--- src/rtl/seq_11011_pkg.sv ---
// Shared constants for the 11011 serial frame generator and its detector.
// Holds the state encoding, default frame and frame length.
package seq_11011_pkg;

    localparam logic [4:0] DEFAULT_PATTERN = 5'b11011;
    localparam int         FRAME_LEN       = 5;

    typedef enum logic [2:0] {
        S_IDLE = 3'd0,
        S_B1   = 3'd1,
        S_B2   = 3'd2,
        S_B3   = 3'd3,
        S_B4   = 3'd4,
        S_B5   = 3'd5,
        S_DONE = 3'd6
    } state_e;

endpackage

--- src/rtl/seq_11011_gen.sv ---
// Burst generator that emits reps copies of a 5-bit frame, MSB first,
// optionally sharing the 2-bit suffix/prefix between consecutive frames.
module seq_11011_gen
    import seq_11011_pkg::*;
#(
    parameter logic [4:0] PATTERN = DEFAULT_PATTERN,
    parameter int         REPS_W  = 4
) (
    input  logic              clk,
    input  logic              rst,
    input  logic              start,
    input  logic [REPS_W-1:0] reps,
    input  logic              overlap,
    output logic              signal,
    output logic              valid,
    output logic              busy,
    output logic              done
);

    // Suffix must equal prefix for the trailing bits to start the next frame.
    localparam logic OVL_OK =
        (PATTERN[FRAME_LEN-1 -: 2] == PATTERN[1:0]);

    state_e            state_q, state_d;
    logic [REPS_W-1:0] cnt_q, cnt_d;
    logic              ovl_q, ovl_d;

    always_ff @(posedge clk) begin
        if (!rst) begin
            state_q <= S_IDLE;
            cnt_q   <= '0;
            ovl_q   <= 1'b0;
        end else begin
            state_q <= state_d;
            cnt_q   <= cnt_d;
            ovl_q   <= ovl_d;
        end
    end

    always_comb begin
        state_d = state_q;
        cnt_d   = cnt_q;
        ovl_d   = ovl_q;
        unique case (state_q)
            S_IDLE: begin
                if (start && (reps != '0)) begin
                    state_d = S_B1;
                    cnt_d   = reps;
                    ovl_d   = overlap & OVL_OK;
                end
            end
            S_B1: state_d = S_B2;
            S_B2: state_d = S_B3;
            S_B3: state_d = S_B4;
            S_B4: state_d = S_B5;
            S_B5: begin
                if (cnt_q > REPS_W'(1)) begin
                    cnt_d   = cnt_q - REPS_W'(1);
                    state_d = ovl_q ? S_B3 : S_B1;
                end else begin
                    cnt_d   = '0;
                    state_d = S_DONE;
                end
            end
            S_DONE:  state_d = S_IDLE;
            default: state_d = S_IDLE;
        endcase
    end

    // Moore outputs, decoded from the state register only.
    always_comb begin
        signal = 1'b0;
        valid  = 1'b0;
        busy   = 1'b0;
        done   = 1'b0;
        unique case (state_q)
            S_B1: begin signal = PATTERN[4]; valid = 1'b1; busy = 1'b1; end
            S_B2: begin signal = PATTERN[3]; valid = 1'b1; busy = 1'b1; end
            S_B3: begin signal = PATTERN[2]; valid = 1'b1; busy = 1'b1; end
            S_B4: begin signal = PATTERN[1]; valid = 1'b1; busy = 1'b1; end
            S_B5: begin signal = PATTERN[0]; valid = 1'b1; busy = 1'b1; end
            S_DONE:  done = 1'b1;
            default: ;
        endcase
    end

endmodule

--- config.mk ---
export PLATFORM = sky130hd
export DESIGN_NAME = seq_11011_gen
export DESIGN_NICKNAME = d
export VERILOG_FILES = /design/src/rtl/seq_11011_pkg.sv /design/src/rtl/seq_11011_gen.sv
export SDC_FILE = /design/constraint.sdc
export NUM_CORES = 1
export LEC_CHECK = 0
export CAP_MARGIN = 20
export CORE_UTILIZATION = 35
export CTS_BUF_LIST = sky130_fd_sc_hd__clkbuf_4 sky130_fd_sc_hd__clkbuf_8 sky130_fd_sc_hd__clkbuf_16
export DETAILED_ROUTE_END_ITERATION = 12
export PLACE_DENSITY = 0.68
export SYNTH_ARGS = -nofsm -noshare
export SYNTH_HDL_FRONTEND = slang
export SYNTH_SLANG_ARGS = --single-unit
--- constraint.sdc ---
create_clock -name clk -period 1.75 [get_ports clk]
set_clock_uncertainty 0.15 [all_clocks]
set_input_delay 0.2625 -clock clk [delete_from_list [all_inputs] [get_ports clk]]
set_output_delay 0.2625 -clock clk [all_outputs]
set_load 0.02 [all_outputs]
Yosys cells after proc, flatten, opt, wreduce, memory -nomap -nowiden --
Cells that the tools add are included.
Cells by class: reduce and logical (&&, ||, !) cells 8, eq/ne operators 7, $lt $le $gt $ge 1, mux-type cells 10, add/subtract/negate cells 1
Operators by type and width (number):
- 3-bit one-hot mux with 6 select lines | 1
- 3-bit equality test (second input constant) | 3
- 4-bit 2-to-1 mux | 2
- 4-bit one-hot mux with 2 select lines | 1
- 3-bit by 2-bit equality test with 1-bit output (second input constant) | 2
- 3-bit 2-to-1 mux | 2
- 5-bit OR reduction | 1
- 4-bit by 1-bit > comparator with 1-bit output (second input constant) | 1
- 2-bit AND reduction | 2
- 4-bit nonzero test | 1
- 4-bit OR reduction | 1
- 4-bit by 1-bit subtractor with 4-bit output (second input constant) | 1
- 3-bit by 1-bit equality test with 1-bit output (second input constant) | 1
- 3-bit logical NOT | 1
- 1-bit 2-to-1 mux | 3
- 2-bit 2-to-1 mux | 1
- 2-bit != test (second input constant) | 1
- 2-bit nonzero test | 1
- 1-bit logical AND | 1
Storage, ports and cells: register bits after elaboration 8, word-level logic and storage cells 30

Depth between registers and ports, before layout --
Gate-level depths: netlist of the first run.
word-level depth 4, depth in mapped cells 6

Least setup slack after synthesis of the first run --
Ideal clock, no wire load.
kind register to register, from register state_q[2], to register cnt_q[2], stages on the path, launching flop included 5, path slack 57 ps, arrival time 1425 ps, path through dfxtp_1 or3_4 nor2_4 mux2_4 o221a_1
Between the ends: longest elaborated chain between the ends 3
RTL lines:
- start: declaration | RTL line seq_11011_gen.sv:24 | state_e state_q, state_d;
- start signal: assignment | RTL line seq_11011_gen.sv:34 | state_q <= state_d;
- 3-bit equality test or 3-bit logical NOT (tied branches) | RTL line seq_11011_gen.sv:44 | unique case (state_q)
- 2-bit nonzero test (no line) or 2-bit != test (tied branches)
- 2-bit AND reduction (no line)
- end signal: assignment | RTL line seq_11011_gen.sv:35 | cnt_q <= cnt_d;
- end: declaration | RTL line seq_11011_gen.sv:25 | logic [REPS_W-1:0] cnt_q, cnt_d;
Several ways; a longest one is shown, not always the timed one. A chain may end at the register's enable or synchronous reset.

Worst setup path in the final report of the first run --
from register state_q[0], to register cnt_q[2]
Same word-level chain as after synthesis.

==> run summary, run 1 <==
Flop-to-flop setup slack: 40 ps
Die W: 40.43 um
Multi-input gate area: 340.3 um2
Fin crit period: 1707 ps
Register Area: 160.2 um2
FMAX: 585.7 MHz
DR vias: 515
Worst EP required: 1750 ps
Final worst-path cycle share: 97.56%
Static Leakage: 0.3283 nW
Reg clk slew, reported paths: 60 ps
Synth Area in Compound Gates: 32.20%
Seq/Total Area, Yosys: 30.99%
Initial Util: 38.74%
Pin count of the biggest net entering global routing: 9
Post-detail-place hpwl: 866.8 um
Fin util: 54.13%
Slew Limit Fails: 0
CTS Buf Count: 3
DR pass1 iterations: 4
Worst hold path startpoint: ovl_q
CTS Root Buffer Type: clkbuf_4
Critical Path End Type: register
YS warnings: 0
Startpoint types: register
Post-synthesis mux area share: 4.843%
CTS sink cnt: 8
Share of layout cells above drive strength 1: 27.50%
RSZ-0062 raised after global routing: yes
DR iter-0 viols: 12
Max FO, Critical Path: 3
Initial antenna violation count: 0
Placement Rows: 13
Final WL: 1.104 mm
VDD IR max: 507.2 uV
Mapped Nets: 68
Pwr Total: 0.8037 mW
Worst-Margin Slew: 368.4 ps
Worst r2r path cells: 5
Post-synthesis async set-or-reset flop share: 0%
Final ANT Viol Nets: 0
Die area: 0.001634 mm2
Layout Nets: 92
Quantity of hold-fixing buffers added after cts: 0
Hold Path Depth: 2
Mapped cell area: 516.7 um2
Post-Synth XOR/XNOR Area: 1.695%
CTS tree: done
Critical path class: register to register
DRC: 0
Syn Area/Cell: 8.909 um2
Hold Path End: ovl_q
Mapped Cells: 58
Post-synthesis register bit count: 8
Vias in the first global route: 460
Slew Limit Headroom: 75.13%
Post-synth EDFFs: 0
HP Class: register to register
Pwr dens: 1113 mW/mm2
Yosys cell types: 28
GP Congestion: 0.7813
Max_cap viols: 0
Crit path DAT: 1710 ps
Top-level port count: 12
H-tree levels: 1
Largest family of logic cells by synthesized area: compound AO/OA/AOI/OAI gates
Global route total overflow: 0
Post-DR vias/cell: 5.421
Core box area: 0.001334 mm2
First-pass GRT wire length: 1.800 mm
Filler cells: 115
GRT Overall Usage: 17.10%
Post-synthesis adder-cell area fraction: 4.843%
Layout area overhead: 39.71%
Die Y: 40.43 um
ANT cells: 0
Crit Reg-Reg Startpoint: state_q[0]
Reg2reg end: cnt_q[2]
Ys flop type: dfxtp_1
Drt wl/cell: 11.62 um
Clock buffer depth: 2
Simple-gate portion of the synthesized area: 21.07%
Hold Vio Cnt, Final: 0
Setup-failing EPs final: 0
IO buf count: 11
Clock Latency Late Sink: 260 ps
Status: finished clean
-- worst max-delay path by stage --
stage                     from  endpoint  slack [ps]
floorplan           state_q[2]  cnt_q[2]          60
global placement       reps[2]  cnt_q[1]        -260
finish              state_q[0]  cnt_q[2]          40
CTS                 state_q[2]      busy         -80
global route        state_q[0]  cnt_q[2]          -5
detailed placement     reps[2]  cnt_q[2]        -270
-- critical path: stages, from the launching register on --
cell     delay, ps
dfxtp_1        310
or3_4          390
buf_6          140
nor2_4          90
mux2_4         300
o221a_1        230
-- metrics by stage --
stage | instances | setup TNS (ps) | hold slack, ps | area (um2) | setup WS (ps)
floorplan | 58 | 0 | 233.0 | 516.7 | 56.82
global placement | 91 | -1134 | 345.8 | 698.2 | -262.9
detailed placement | 91 | -1261 | 352.0 | 698.2 | -272.5
CTS | 95 | -164.0 | 368.4 | 716.9 | -82.07
global route | 95 | -4.581 | 376.3 | 721.9 | -4.581
finish | 95 | 0 | 367.6 | 721.9 | 42.70
-- registers in the layout, summed over array words and instances (netlist names) --
register,flops
cnt_q,4
ovl_q,1
state_q,3
-- cell usage after synthesis (2+ instances only) --
library cell	n	share of area (%)
nor2_1	6	4.4
nor3_1	2	1.9
nor2b_1	2	2.4
o21ai_0	4	3.9
nand2_1	6	4.4
o311ai_0	2	3.4
inv_1	4	2.9
and2_1	2	2.4
o211a_1	2	3.9
a21boi_0	2	2.9
dfxtp_1	8	31
ha_1	2	4.8
-- where the power goes --
| part | switching [mW] | leakage (nW) | internal (mW) |
|---|---|---|---|
| Sequential | 0.0270 | 0.0659 | 0.217 |
| Combinational | 0.208 | 0.249 | 0.205 |
| Clock | 0.0684 | 0.0138 | 0.0789 |
-- area by class of cell --
type / count / share of cell area, %
Sequential cell: 8 / 22.18
Multi-Input combinational cell: 45 / 47.14
Clock buffer: 3 / 3.120
Timing Repair Buffer: 20 / 22.88
Inverter: 4 / 2.080
Tap cell: 15 / 2.600
-- cell families (layout without fill, tap and decap cells) --
group / after synthesis / after routing
mux: 2 / 2
buf+inv: 5 / 27
fa+ha+maj: 2 / 2
xor+xnor: 1 / 1
simple gates: 21 / 21
flops: 8 / 8
compound gates: 19 / 19
-- placed cells by master, fill, tap and decap left out, types with 2 or more instances in the layout --
cell type and n:
o21ai_0 4, dlygate4sd2_1 3, and2_1 2, ha_1 2
inv_1 4, dfxtp_1 8, clkbuf_4 3, o211a_1 2
nand2_1 6, a21boi_0 2, o311ai_0 2, nor2b_1 2
clkbuf_2 2, nor3_1 2, clkdlybuf4s50_1 4, buf_4 8
nor2_1 6
-- layer usage --
layer | track usage (%) | share of wire [%]
met1 | 19.60 | 47
met2 | 27.78 | 46
met3 | 5.000 | 4.8
met4 | 10.00 | 2.0
met5 | 0 | 0
-- what timing repair did --
action,4_1_cts,5_1_grt
resized for setup,9,7
endpoints found under the setup margin,7,5
cloned,0,0
setup buffers,1,0
pin swaps,2,4
Note: power is estimated with default switching activity, not from simulation.
==> run 2, diff against run 1 <==
- CORE_UTILIZATION: 35 -> 39
- PLACE_DENSITY: 0.68 -> 0.73
==> run 2 against run 1 <==
Against the previous run: global-route usage is 1.2 points higher; sequential share of layout area grew 0.61 points; flip-flop and latch count did not move; register-to-register slack about the same; total power is 1.4% lower; wire length decreased by 5.9%; maximum frequency up 0.12%.
==> run summary, run 2 (synthesis gave the netlist of run 1 again) <==
Final worst-path cycle share: 97.44% (was 97.56%)
Combinational Power Share: 50.9% (was 51.3%)
CTS Root Buffer Type: clkbuf_4 (unchanged)
Clock buffer depth: 2 (unchanged)
Sw Share: 37.17% (was 37.71%)
IO buf count: 11 (unchanged)
Share of layout cells above drive strength 1: 25.64% (was 27.50%)
Top flop regs: cnt_q x4, state_q x3, ovl_q x1 (unchanged)
Filler cells: 114 (was 115)
Global route total overflow: 0 (unchanged)
VDD IR max: 684.1 uV (was 507.2 uV)
Fin crit period: 1705 ps (was 1707 ps)
Initial Util: 44.12% (was 38.74%)
Layout area overhead: 37.05% (was 39.71%)
Critical Path End Type: register (unchanged)
DP Cell Count: 89 (was 91)
Slew Limit Headroom: 78.29% (was 75.13%)
Top-level port count: 12 (unchanged)
First-pass GRT wire length: 1.731 mm (was 1.800 mm)
Largest register FFs: 4 (unchanged)
Clk network pwr share: 18.3% (about the same)
Register Area: 161.4 um2 (was 160.2 um2)
Flop-to-flop setup slack: 40 ps (about the same)
Commonest non-fill, non-tap cell in the layout: dfxtp_1
Clock Latency Late Sink: 260 ps (about the same)
Max FO, Critical Path: 3 (unchanged)
Pin count of the biggest net entering global routing: 9 (unchanged)
Slew Limit Fails: 0 (unchanged)
Most frequent cells in the layout: 7 x dfxtp_1, 6 x nand2_1, 6 x nor2_1, 6 x buf_4 (was 8 x dfxtp_1, 8 x buf_4, 6 x nand2_1, 6 x nor2_1)
Initial antenna violation count: 0 (unchanged)
Static Leakage: 0.3292 nW (was 0.3283 nW)
Multi-input gate area: 334.1 um2 (was 340.3 um2)
GP Congestion: 0.8094 (was 0.7813)
NetSw: 0.2945 mW (was 0.3031 mW)
Worst EP required: 1760 ps (was 1750 ps)
Int Pwr: 0.4978 mW (was 0.5006 mW)
CTS sink cnt: 8 (unchanged)
Layout Nets: 90 (was 92)
Die area: 0.001475 mm2 (was 0.001634 mm2)
Cell Count, Final, Fillers Out: 92 (was 95)
FMAX: 586.4 MHz (was 585.7 MHz)
Post-detail-place hpwl: 792.1 um (was 866.8 um)
Placement Rows: 12 (was 13)
Crit path DAT: 1710 ps (about the same)
CTS tree: done (unchanged)
Hold Vio Cnt, Final: 0 (unchanged)
RSZ-0062 raised after global routing: yes (unchanged)
Startpoint types: register (unchanged)
Sequential share of power: 30.8% (was 30.4%)
Reg clk slew, reported paths: 60 ps (about the same)
CTS Buf Count: 3 (unchanged)
ANT cells: 0 (unchanged)
Core box area: 0.001171 mm2 (was 0.001334 mm2)
Die W: 38.40 um (was 40.43 um)
Worst-Margin Slew: 324.5 ps (was 368.4 ps)
DR iter-0 viols: 5 (was 12)
Die Y: 38.40 um (was 40.43 um)
Top reg by flops: cnt_q (unchanged)
H-tree levels: 1 (unchanged)
Final ANT Viol Nets: 0 (unchanged)
Post-DR vias/cell: 5.272 (was 5.421)
Max_cap viols: 0 (unchanged)
Final WL: 1.039 mm (was 1.104 mm)
Quantity of hold-fixing buffers added after cts: 0 (unchanged)
HP Class: primary input to register (was register to register)
DR vias: 485 (was 515)
DRC: 0 (unchanged)
DR pass1 iterations: 3 (was 4)
Drt wl/cell: 11.29 um (was 11.62 um)
Vias in the first global route: 421 (was 460)
Pwr dens: 1119 mW/mm2 (was 1113 mW/mm2)
Critical path class: register to register (unchanged)
Status: finished clean (unchanged)
GRT Overall Usage: 18.34% (was 17.10%)
Pwr Total: 0.7923 mW (was 0.8037 mW)
Setup-failing EPs final: 0 (unchanged)
[run 2: changes by cell type in the layout (fill, tap and decap cells not counted), sizes merged]
cell	change
clkbuf	-2
dlygate4sd2	-2
dlymetal6s2s	+2
[run 2: power by group through the flow]
stage	Combinational [mW]	Clock, mW	Sequential, mW
global route	0.442	0.158	0.248
detailed placement	0.428	0	0.247
global placement	0.425	0	0.247
CTS	0.406	0.155	0.243
floorplan	0.253	0	0.254
finish	0.404	0.145	0.244
[run 2: final cells by class]
class,count,area share [%]
well taps,14,2.473
repair buffers,18,22.26
multi-input cells,45,47.17
inverters,4,2.120
flip-flops and latches,8,22.79
clock buffers,3,3.180
[run 2: critical path: stages, from the launching register on]
cell,delay [ps]
dfxtp_2,310
or3_4,390
buf_6,130
nor2_4,80
mux2_4,300
o221a_1,230
[run 2: worst paths after layout]
check | cells after the start | start | end
setup / recovery | 5 | state_q[2] | cnt_q[2]
hold / removal | 4 | reps[0] | cnt_q[0]
hold reg to reg | 2 | ovl_q | ovl_q
setup reg to reg | 5 | state_q[2] | cnt_q[2]
[run 2: through the flow]
step           util (%)  setup WS, ps  hold WS, ps  instance area (um2)  TNS (ps)
5_1_grt           60.47        -5.009        360.7                708.2    -5.116
2_1_floorplan         -         56.82        233.0                516.7         0
3_5_place_dp      58.87        -262.9        356.6                689.4     -1146
6_report          60.47         44.82        317.1                708.2         0
3_3_place_gp      58.87        -249.7        347.7                689.4     -1088
4_1_cts           59.72         17.81        372.7                699.4         0
[run 2: timing repair]
item	in CTS	in global routing
setup endpoints to repair	5	3
buffers inserted	0	0
resized for setup	14	5
pin swaps	0	4
[run 2: routing by layer]
metal | share of wire, % | track usage [%]
met1 | 45 | 18.95
met2 | 46 | 28.81
met3 | 5.6 | 8.721
met4 | 2.8 | 12.93
met5 | 0 | 0
==> run 3, diff against run 2 <==
- GPL_TIMING_DRIVEN: not set -> 0
==> run 3 against run 2 <==
Against the previous run: the flow now finishes with violations (negative setup slack); flip-flop and latch count did not move; total power rose by 5.3%; setup slack got worse by 66 ps; via count rose by 4.5%; largest power group unchanged.
==> run summary, run 3 (synthesis gave the netlist of run 1 again) <==
Startpoint types: register (unchanged)
Top reg by flops: cnt_q (unchanged)
GRT Overall Usage: 19.47% (was 18.34%)
Die area: 0.001475 mm2 (unchanged)
Clock Latency Late Sink: 260 ps (about the same)
Global route total overflow: 0 (unchanged)
Delay-heaviest family, CP: simple AND/OR/NAND/NOR gates (unchanged)
Largest register FFs: 4 (unchanged)
Setup ws final: -21.09 ps (was 44.82 ps)
First-pass GRT wire length: 1.863 mm (was 1.731 mm)
Most frequent cells in the layout: 6 x nand2_1, 6 x nor2_1, 5 x dfxtp_1, 5 x buf_4 (was 7 x dfxtp_1, 6 x nand2_1, 6 x nor2_1, 6 x buf_4)
Register Area: 168.9 um2 (was 161.4 um2)
Drt wl/cell: 12.96 um (was 11.29 um)
Initial Util: 44.12% (unchanged)
Crit path DAT: 1780 ps (was 1710 ps)
DR iter-0 viols: 9 (was 5)
Vias in the first global route: 447 (was 421)
Violated checks: negative setup slack
Top flop regs: cnt_q x4, state_q x3, ovl_q x1 (unchanged)
GP Congestion: 0.7473 (was 0.8094)
IO buf count: 11 (unchanged)
Layout Nets: 89 (was 90)
DRC: 0 (unchanged)
Hold Path Depth: 1 (was 4)
Multi-input gate area: 347.8 um2 (was 334.1 um2)
Static Leakage: 0.3216 nW (was 0.3292 nW)
Crit Reg-Reg Startpoint: state_q[1] (was state_q[2])
CP max stage delay: 380 ps (was 390 ps)
Int Pwr: 0.5196 mW (was 0.4978 mW)
Post-DR vias/cell: 5.571 (was 5.272)
Post-detail-place hpwl: 804.2 um (was 792.1 um)
Filler cells: 111 (was 114)
Quantity of hold-fixing buffers added after cts: 0 (unchanged)
Share of layout cells above drive strength 1: 31.17% (was 25.64%)
Dpl ws: -399.8 ps (was -262.9 ps)
Sequential share of power: 31.2% (was 30.8%)
RSZ-0062 raised after global routing: yes (unchanged)
Top-level port count: 12 (unchanged)
Core box area: 0.001171 mm2 (unchanged)
NetSw: 0.3147 mW (was 0.2945 mW)
CTS Root Buffer Type: clkbuf_4 (unchanged)
Slew Limit Fails: 0 (unchanged)
Clk network pwr share: 17.3% (was 18.3%)
Flop-to-flop setup slack: -20 ps (was 40 ps)
Slowest CP cell: or3_4 (unchanged)
Die Y: 38.40 um (unchanged)
CTS Buf Count: 3 (unchanged)
Worst hold path startpoint: state_q[0] (was reps[0])
Placement Rows: 12 (unchanged)
Pin count of the biggest net entering global routing: 9 (unchanged)
Max FO, Critical Path: 3 (unchanged)
Die W: 38.40 um (unchanged)
FMAX: 564.6 MHz (was 586.4 MHz)
ANT cells: 0 (unchanged)
Fin crit period: 1771 ps (was 1705 ps)
Initial antenna violation count: 0 (unchanged)
Bufs and invs on worst path: 1 (unchanged)
HP Class: register to register (was primary input to register)
CP startpoint: state_q[1] (was state_q[2])
Final WL: 1.179 mm (was 1.039 mm)
Worst r2r path cells: 5 (unchanged)
Reg clk slew, reported paths: 60 ps (about the same)
Critical Path End Type: register (unchanged)
Hold Vio Cnt, Final: 0 (unchanged)
Sw Share: 37.72% (was 37.17%)
Reg2reg end: cnt_q[2] (unchanged)
Final ANT Viol Nets: 0 (unchanged)
Cell Count, Final, Fillers Out: 91 (was 92)
CTS tree: done (unchanged)
Pwr dens: 1158 mW/mm2 (was 1119 mW/mm2)
CTS sink cnt: 8 (unchanged)
Setup-failing EPs final: 2 (was 0)
CP Cell Sequence: or3_4, buf_4, nor2_4, mux2_4, o221a_1 (was or3_4, buf_6, nor2_4, mux2_4, o221a_1)
H-tree levels: 1 (unchanged)
Pwr Total: 0.8343 mW (was 0.7923 mW)
DR pass1 iterations: 4 (was 3)
Clock buffer depth: 2 (unchanged)
Max_cap viols: 0 (unchanged)
Worst EP required: 1750 ps (was 1760 ps)
DR vias: 507 (was 485)
Combinational Power Share: 51.5% (was 50.9%)
DP Cell Count: 83 (was 89)
Layout area overhead: 39.47% (was 37.05%)
Status: complete, but fails checks (was finished clean)
Slew Limit Headroom: 73.23% (was 78.29%)
VDD IR max: 577.5 uV (was 684.1 uV)
Worst-Margin Slew: 400.2 ps (was 324.5 ps)
Critical path class: register to register (unchanged)
Final worst-path cycle share: 101.2% (was 97.44%)
Hold Path End: state_q[0] (was cnt_q[0])
==> run 3: worst max path at each step <==
| stage | to | cells after the start |
|---|---|---|
| after floorplan | cnt_q[2] | 4 |
| after global placement | cnt_q[2] | 5 |
| after detailed placement | cnt_q[2] | 5 |
| after CTS | valid | 4 |
| after global routing | valid | 4 |
| final | cnt_q[2] | 5 |
==> run 3: layout make-up <==
| cell class | count | share of cell area (%) |
|---|---|---|
| multi-input cells | 45 | 48.26 |
| flip-flops and latches | 8 | 23.44 |
| repair buffers | 16 | 19.10 |
| clock buffers | 3 | 3.125 |
| well taps | 14 | 2.431 |
| inverters | 4 | 2.083 |
| plain buffers | 1 | 1.563 |
==> run 3: power by group through the flow <==
stage / combinational, mW / sequential, mW / clock (mW)
finish: 0.430 / 0.260 / 0.145
global route: 0.466 / 0.264 / 0.163
CTS: 0.421 / 0.259 / 0.154
detailed placement: 0.365 / 0.267 / 0
global placement: 0.361 / 0.266 / 0
floorplan: 0.253 / 0.254 / 0
==> run 3: per-layer routing <==
metal / GRT usage, % / wire length, um / up-vias
li1: - / - / 250
met1: 21.20 / 530 / 236
met2: 32.63 / 556 / 15
met3: 8.721 / 70 / 6
met4: 7.759 / 22 / 0
met5: 0 / 0 / -
==> run 3: repair_timing <==
item	4_1_cts	5_1_grt
resized for setup	25	3
setup endpoints to repair	7	4
buffers inserted	5	0
pin swaps	3	1
gates cloned	0	0
==> run 3: per-stage QoR <==
stage | hold slack [ps] | cell area [um2] | setup TNS (ps) | utilization [%]
5_1_grt | 372.5 | 720.7 | -78.70 | 61.54
3_5_place_dp | 364.5 | 644.4 | -1954 | 55.02
4_1_cts | 365.9 | 711.9 | -30.85 | 60.79
3_3_place_gp | 359.8 | 644.4 | -1845 | 55.02
2_1_floorplan | 233.0 | 516.7 | 0 | -
6_report | 363.1 | 720.7 | -32.78 | 61.54
